<file path="config.mk">
export PLATFORM = sky130hd
export DESIGN_NAME = float_classify_pipe
export DESIGN_NICKNAME = d
export VERILOG_FILES = /design/src/rtl/fp_class_pkg.sv /design/src/rtl/fp_lane_classify.sv /design/src/rtl/float_classify_pipe.sv
export SDC_FILE = /design/constraint.sdc
export NUM_CORES = 1
export LEC_CHECK = 0
export CAP_MARGIN = 10
export CORE_AREA = 2 2 98 110
export CTS_CLUSTER_DIAMETER = 200
export CTS_CLUSTER_SIZE = 20
export DETAILED_ROUTE_END_ITERATION = 10
export DIE_AREA = 0 0 100 112
export PLACE_DENSITY = 0.86
export SLEW_MARGIN = 20
export SYNTH_ARGS = -nofsm -noshare
export SYNTH_HDL_FRONTEND = slang
export SYNTH_SLANG_ARGS = --single-unit
</file>
<file path="constraint.sdc">
create_clock -name clk_in -period 3.4 [get_ports clk_in]
set_input_delay 1.02 -clock clk_in [delete_from_list [all_inputs] [get_ports clk_in]]
set_output_delay 1.02 -clock clk_in [all_outputs]
set_load 0.005 [all_outputs]
</file>
<file path="src/rtl/fp_class_pkg.sv">
// Shared class-mask layout, flag layout, decode record and format detection
// for the floating-point classifier.
package fp_class_pkg;

    localparam int CLASS_W = 10;

    localparam logic [3:0] CLASS_NEG_INF  = 4'd0;
    localparam logic [3:0] CLASS_NEG_NORM = 4'd1;
    localparam logic [3:0] CLASS_NEG_SUB  = 4'd2;
    localparam logic [3:0] CLASS_NEG_ZERO = 4'd3;
    localparam logic [3:0] CLASS_POS_ZERO = 4'd4;
    localparam logic [3:0] CLASS_POS_SUB  = 4'd5;
    localparam logic [3:0] CLASS_POS_NORM = 4'd6;
    localparam logic [3:0] CLASS_POS_INF  = 4'd7;
    localparam logic [3:0] CLASS_SNAN     = 4'd8;
    localparam logic [3:0] CLASS_QNAN     = 4'd9;

    localparam int FLAG_SNAN = 0;
    localparam int FLAG_QNAN = 1;
    localparam int FLAG_INF  = 2;
    localparam int FLAG_SUB  = 3;

    typedef enum logic [2:0] {
        FMT_IEEE,
        FMT_E4M3,
        FMT_E2M3,
        FMT_E3M2,
        FMT_E2M1
    } fp_fmt_e;

    typedef struct packed {
        logic sign;
        logic exp_zero;
        logic exp_ones;
        logic mant_zero;
        logic mant_msb;
        logic mant_ones;
    } lane_dec_t;

    // Anything that is not one of the MX small formats follows IEEE rules (E5M2 included).
    function automatic fp_fmt_e fmt_of(input int exp_w, input int mant_w);
        if (exp_w == 4 && mant_w == 3) return FMT_E4M3;
        if (exp_w == 2 && mant_w == 3) return FMT_E2M3;
        if (exp_w == 3 && mant_w == 2) return FMT_E3M2;
        if (exp_w == 2 && mant_w == 1) return FMT_E2M1;
        return FMT_IEEE;
    endfunction

endpackage

</file>
<file path="src/rtl/fp_lane_classify.sv">
// Single-lane field decode (feeds stage 1) and class encode from the
// registered decode (feeds stage 2).
module fp_lane_classify
    import fp_class_pkg::*;
#(
    parameter int EXPONENT_WIDTH = 8,
    parameter int MANTISSA_WIDTH = 23
) (
    input  logic [EXPONENT_WIDTH+MANTISSA_WIDTH:0] operand,
    output lane_dec_t                              dec,
    input  lane_dec_t                              dec_q,
    output logic [CLASS_W-1:0]                     cls
);

    localparam fp_fmt_e FMT = fmt_of(EXPONENT_WIDTH, MANTISSA_WIDTH);

    logic [EXPONENT_WIDTH-1:0] exp_f;
    logic [MANTISSA_WIDTH-1:0] mant_f;
    logic [3:0]                fin_idx;
    logic [3:0]                idx;

    assign exp_f  = operand[EXPONENT_WIDTH+MANTISSA_WIDTH-1:MANTISSA_WIDTH];
    assign mant_f = operand[MANTISSA_WIDTH-1:0];

    assign dec.sign      = operand[EXPONENT_WIDTH+MANTISSA_WIDTH];
    assign dec.exp_zero  = (exp_f == '0);
    assign dec.exp_ones  = &exp_f;
    assign dec.mant_zero = (mant_f == '0);
    assign dec.mant_msb  = mant_f[MANTISSA_WIDTH-1];
    assign dec.mant_ones = &mant_f;

    always_comb begin
        // Finite class; small formats treat an all-ones exponent as normal.
        if (dec_q.exp_zero && dec_q.mant_zero)
            fin_idx = dec_q.sign ? CLASS_NEG_ZERO : CLASS_POS_ZERO;
        else if (dec_q.exp_zero)
            fin_idx = dec_q.sign ? CLASS_NEG_SUB : CLASS_POS_SUB;
        else
            fin_idx = dec_q.sign ? CLASS_NEG_NORM : CLASS_POS_NORM;

        idx = fin_idx;
        case (FMT)
            FMT_IEEE: begin
                if (dec_q.exp_ones) begin
                    if (dec_q.mant_zero)
                        idx = dec_q.sign ? CLASS_NEG_INF : CLASS_POS_INF;
                    else if (dec_q.mant_msb)
                        idx = CLASS_QNAN;
                    else
                        idx = CLASS_SNAN;
                end
            end
            FMT_E4M3: begin
                if (dec_q.exp_ones && dec_q.mant_ones)
                    idx = CLASS_QNAN;
            end
            default: ;
        endcase

        cls      = '0;
        cls[idx] = 1'b1;
    end

endmodule

</file>
<file path="src/rtl/float_classify_pipe.sv">
// Two-stage, multi-lane FP classifier with valid/ready handshake, sticky
// exception flags and a saturating NaN-lane counter.
module float_classify_pipe
    import fp_class_pkg::*;
#(
    parameter int EXPONENT_WIDTH = 8,
    parameter int MANTISSA_WIDTH = 23,
    parameter int NUM_LANES      = 4,
    parameter int COUNT_WIDTH    = 16
) (
    input  logic                                                clk_in,
    input  logic                                                rst_in,
    input  logic                                                in_valid_in,
    output logic                                                in_ready_out,
    input  logic [NUM_LANES*(1+EXPONENT_WIDTH+MANTISSA_WIDTH)-1:0] in_data_in,
    output logic                                                out_valid_out,
    input  logic                                                out_ready_in,
    output logic [NUM_LANES*CLASS_W-1:0]                        out_class_out,
    output logic                                                out_any_nan_out,
    input  logic                                                clr_sticky_in,
    output logic [3:0]                                          sticky_flags_out,
    output logic [COUNT_WIDTH-1:0]                              nan_count_out
);

    localparam int LW = 1 + EXPONENT_WIDTH + MANTISSA_WIDTH;
    localparam int PW = $clog2(NUM_LANES + 1);
    localparam int SW = COUNT_WIDTH + PW;

    logic [2:1]                         vld_pipe;
    logic                               s1_adv;
    logic                               s2_adv;
    logic                               hs;

    lane_dec_t [NUM_LANES-1:0]          dec_d;
    lane_dec_t [NUM_LANES-1:0]          dec_q;
    logic [NUM_LANES-1:0][CLASS_W-1:0]  cls_d;
    logic [NUM_LANES-1:0][CLASS_W-1:0]  cls_q;

    logic                               any_nan_d, any_nan_q;
    logic [3:0]                         flags_d, beat_flags_q;
    logic [PW-1:0]                      nan_cnt_d, nan_cnt_q;
    logic [3:0]                         sticky_q, sticky_next;
    logic [COUNT_WIDTH-1:0]             count_q, count_next, count_base;
    logic [SW-1:0]                      cnt_sum;

    assign s2_adv = !vld_pipe[2] || out_ready_in;
    assign s1_adv = !vld_pipe[1] || s2_adv;
    assign hs     = vld_pipe[2] && out_ready_in;

    for (genvar i = 0; i < NUM_LANES; i++) begin : g_lane
        fp_lane_classify #(
            .EXPONENT_WIDTH (EXPONENT_WIDTH),
            .MANTISSA_WIDTH (MANTISSA_WIDTH)
        ) u_lane (
            .operand (in_data_in[i*LW +: LW]),
            .dec     (dec_d[i]),
            .dec_q   (dec_q[i]),
            .cls     (cls_d[i])
        );
    end

    always_comb begin
        any_nan_d = 1'b0;
        flags_d   = '0;
        nan_cnt_d = '0;
        for (int i = 0; i < NUM_LANES; i++) begin
            any_nan_d          = any_nan_d | cls_d[i][CLASS_SNAN] | cls_d[i][CLASS_QNAN];
            nan_cnt_d          = nan_cnt_d + PW'(cls_d[i][CLASS_SNAN] | cls_d[i][CLASS_QNAN]);
            flags_d[FLAG_SNAN] = flags_d[FLAG_SNAN] | cls_d[i][CLASS_SNAN];
            flags_d[FLAG_QNAN] = flags_d[FLAG_QNAN] | cls_d[i][CLASS_QNAN];
            flags_d[FLAG_INF]  = flags_d[FLAG_INF] | cls_d[i][CLASS_NEG_INF] | cls_d[i][CLASS_POS_INF];
            flags_d[FLAG_SUB]  = flags_d[FLAG_SUB] | cls_d[i][CLASS_NEG_SUB] | cls_d[i][CLASS_POS_SUB];
        end
    end

    // A clear wipes the old state only; a beat handshaked in the same cycle still lands.
    always_comb begin
        count_base  = clr_sticky_in ? '0 : count_q;
        cnt_sum     = SW'(count_base) + (hs ? SW'(nan_cnt_q) : '0);
        count_next  = (cnt_sum > SW'({COUNT_WIDTH{1'b1}})) ? '1 : cnt_sum[COUNT_WIDTH-1:0];
        sticky_next = (clr_sticky_in ? 4'b0 : sticky_q) | (hs ? beat_flags_q : 4'b0);
    end

    always_ff @(posedge clk_in) begin
        if (rst_in) begin
            vld_pipe     <= '0;
            dec_q        <= '0;
            cls_q        <= '0;
            any_nan_q    <= 1'b0;
            beat_flags_q <= '0;
            nan_cnt_q    <= '0;
            sticky_q     <= '0;
            count_q      <= '0;
        end else begin
            if (s1_adv) begin
                vld_pipe[1] <= in_valid_in;
                if (in_valid_in)
                    dec_q <= dec_d;
            end
            if (s2_adv) begin
                vld_pipe[2] <= vld_pipe[1];
                if (vld_pipe[1]) begin
                    cls_q        <= cls_d;
                    any_nan_q    <= any_nan_d;
                    beat_flags_q <= flags_d;
                    nan_cnt_q    <= nan_cnt_d;
                end
            end
            sticky_q <= sticky_next;
            count_q  <= count_next;
        end
    end

    assign in_ready_out     = s1_adv;
    assign out_valid_out    = vld_pipe[2];
    assign out_class_out    = cls_q;
    assign out_any_nan_out  = any_nan_q;
    assign sticky_flags_out = sticky_q;
    assign nan_count_out    = count_q;

endmodule

</file>
==> results.sh <==
export IMPL_status="finished, final reports clean"
export IMPL_num_rows=39
export IMPL_post_cts_resized=0
export IMPL_synth_top_family_by_area="simple AND/OR/NAND/NOR gates"
export IMPL_worst_path_max_fanout=3
export IMPL_grt_pass1_wl_um=20900
export IMPL_vias=4583
export IMPL_mappedNetlistArea_um2=4070
export IMPL_rsz0062_at_grt="no"
export IMPL_synth_ff_type="dfxtp_1"
export IMPL_holdCritPathClass="reg2reg"
export IMPL_avgSynthCellArea_um2=8.06
export IMPL_gr_total_overflow=0
export IMPL_clkTransAtPathRegs_ps=60
export IMPL_worstHoldStart="out_class_out[20]$_SDFFE_PP0P_"
export IMPL_clock_skew_final_ps=6.57
export IMPL_hold_viol_final=0
export IMPL_first_pass_iters=5
export IMPL_syn2layout_area_growth_pct=60.5
export IMPL_drv_cap=0
export IMPL_cp_common_cell="clkdlybuf4s50_1"
export IMPL_power_density_nw_per_um2=364
export IMPL_cts_tree="yes"
export IMPL_cts_root_buf="clkbuf_16"
export IMPL_clock_sink_count=90
export IMPL_dieArea_um2=11200
export IMPL_ys_top_cells_by_area="dfxtp_1, a21oi_1, nand2_1, nor4_1, nand3_1"
export IMPL_wire_per_inst_um=15.7
export IMPL_timing_hold_ws_ps=454
export IMPL_path_cells="clkdlybuf4s50_1 > buf_4 > nand3b_1 > clkdlybuf4s50_1"
export IMPL_ir_worst_vdd_v=0.000298
export IMPL_die_h_um=112
export IMPL_core_um2=10100
export IMPL_antenna_cells=0
export IMPL_synth_simple_gate_area_frac=0.323
export IMPL_synth_compound_gate_area_share=0.152
export IMPL_grt_pass1_vias=4562
export IMPL_regArea_um2=1800
export IMPL_grt_max_degree=75
export IMPL_grt_util_all_layers=0.232
export IMPL_crit_arrival_ps=2310
export IMPL_crit_type="in2out"
export IMPL_viasPerCell=5.51
export IMPL_yosysTopAreaCellShare=0.443
export IMPL_cts_hold_buffers_added=0
export IMPL_r2r_cells=9
export IMPL_finalNetCount=844
export IMPL_wl_um=13000
export IMPL_yosys_area_share_xor_xnor=0.0194
export IMPL_synthArstFlopShare=0
export IMPL_placed_area_um2=6220
export IMPL_drive_gt1_frac=0.0592
export IMPL_io_pins=196
export IMPL_crit_path_end_kind="primary output"
export IMPL_multi_input_area_um2=2130
export IMPL_drv_slew=0
export IMPL_yosys_register_bits=90
export IMPL_synth_top_area_cell="dfxtp_1"
export IMPL_stdcell_area_um2=6530
export IMPL_min_to="out_class_out[20]$_SDFFE_PP0P_"
export IMPL_worstSkewPairLatency_ps=340
export IMPL_cts_max_path_buffers=2
export IMPL_crit_reg2reg_launch="vld_pipe[2]$_SDFFE_PP0P_"
export IMPL_port_buffer_count=195
export IMPL_leakage_nw=2.23
export IMPL_fmax_ghz=0.300
export IMPL_gp_congestion=0.872
export IMPL_synthMuxAreaShare=0.00246
export IMPL_min_period_ps=3330
export IMPL_fin_crit_sh=0.980
export IMPL_cts_buffers=9
export IMPL_synth_fa_ha_area_frac=0.0252
export IMPL_ys_seq_area_frac=0.443
export IMPL_whs_path_depth=2
export IMPL_r2r_end="nan_count_out[14]$_SDFF_PP0_"
export IMPL_worst_pin_slew_ps=720
export IMPL_start_util=0.401
export IMPL_rrSetupSlack_ps=880
export IMPL_required_ps=2380
export IMPL_start_kind="input port"
export IMPL_synth_cells=505
export IMPL_max_stage_delay_ps=520
export IMPL_first_iter_violations=257
export IMPL_die_w_um=100
export IMPL_synth_edf_count=0
export IMPL_hpwl_um=10300
export IMPL_antenna_found_initial=0
export IMPL_finalSetupViolations=0
export IMPL_fill_cells=841
export IMPL_antenna_left=0
export IMPL_yosysWarningCount=0
export IMPL_cpMaxStageDelayCell="clkdlybuf4s50_1"
export IMPL_yosys_cell_types_count=42
export IMPL_synth_fp_nets=645
export IMPL_h_tree_depth=3
export IMPL_relSlewSlack=0.520
export IMPL_drc=0
where the power goes:
group | internal, mW | switching, mW
clock | 0.599 | 0.432
combinational | 0.169 | 0.0965
sequential | 1.07 | 0.0126
total | 1.83 | 0.541
worst max path at each step:
stage | start | to | slack, ps
floorplan | clr_sticky_in | nan_count_out[3]$_SDFF_PP0_ | 240
global placement | out_ready_in | nan_count_out[14]$_SDFF_PP0_ | -110
detailed placement | out_ready_in | nan_count_out[14]$_SDFF_PP0_ | -240
CTS | out_ready_in | nan_count_out[14]$_SDFF_PP0_ | 50
global route | out_ready_in | in_ready_out | 0.07
finish | out_ready_in | in_ready_out | 70
metrics by stage:
step / worst slack [ps] / TNS, ps / std cells / util / power [mW]
2_1_floorplan: 241 / 0 / 505 / - / 1.17
4_1_cts: 49.2 / 0 / 832 / 0.643 / 2.39
6_report: 68.5 / 0 / 832 / 0.643 / 2.38
3_3_place_gp: -114 / -324 / 816 / 0.613 / 1.36
3_5_place_dp: -238 / -1090 / 816 / 0.613 / 1.37
5_1_grt: 0.0651 / 0 / 832 / 0.643 / 2.46
timing repair:
| action | CTS | global route |
|---|---|---|
| hold endpoints to repair | 0 | 0 |
| setup endpoints to repair | 0 | 2 |
| buffers inserted | 0 | 0 |
cells by family (layout without fill, tap and decap cells):
| logic type | after synthesis | in the layout |
|---|---|---|
| fa+ha+maj | 7 | 7 |
| xor+xnor | 9 | 9 |
| compound gates | 107 | 107 |
| flops | 90 | 90 |
| mux | 1 | 1 |
| simple gates | 255 | 255 |
| buf+inv | 36 | 240 |
synth_stat cells (3+ instances only):
cell	n
o21ai_0	9
xor2_1	3
a21oi_1	76
inv_1	12
clkbuf_1	18
buf_2	6
nor4_1	28
nor3b_1	4
ha_1	5
nor2b_1	17
or3_1	16
nor2_1	20
a211oi_1	5
nor3_1	7
xnor2_1	6
nand4_1	20
dfxtp_1	90
nand2_1	91
nand2b_1	3
and4_1	4
nand3b_1	7
o41ai_1	3
nand3_1	28
sequential cells by signal, summed over array words and instances (netlist names):
name	cells
nan_count_out	16
dec_q	20
beat_flags_q	4
out_class_out	40
nan_cnt_q	3
out_any_nan_out	1
sticky_flags_out	4
vld_pipe	2
area by class of cell:
class / count / area share
clock inverters: 6 / 0.0111
repair buffers: 212 / 0.320
well taps: 123 / 0.0236
multi-input cells: 379 / 0.326
inverters: 12 / 0.00690
clock buffers: 10 / 0.0366
flip-flops and latches: 90 / 0.276
placed cells by master, fill, tap and decap left out, types with 6 or more instances in the layout:
| master | netlist | routed |
|---|---|---|
| o21ai_0 | 9 | 9 |
| inv_1 | 12 | 12 |
| xnor2_1 | 6 | 6 |
| or3_1 | 16 | 16 |
| nand4_1 | 20 | 20 |
| dfxtp_1 | 90 | 90 |
| clkbuf_16 | 0 | 9 |
| nor2b_1 | 17 | 16 |
| nor2_1 | 20 | 20 |
| nand3b_1 | 7 | 7 |
| clkdlybuf4s50_1 | 0 | 194 |
| nand2_1 | 91 | 91 |
| buf_4 | 0 | 16 |
| nor4_1 | 28 | 28 |
| nand3_1 | 28 | 28 |
| nor3_1 | 7 | 7 |
| a21oi_1 | 76 | 76 |
routing by layer:
metal,part of all wire,vias up,track usage
met3,0.072,22,0.0477
met5,0,-,0
li1,-,2221,-
met1,0.38,2113,0.264
met2,0.53,227,0.427
met4,0.021,0,0.0776
worst max-delay path, delay by kind of cell:
family / cells / cell delay [ps]
and+or+nand+nor: 1 / 140
buffers and inverters: 3 / 1150
Power figures use the tool's default switching activity.
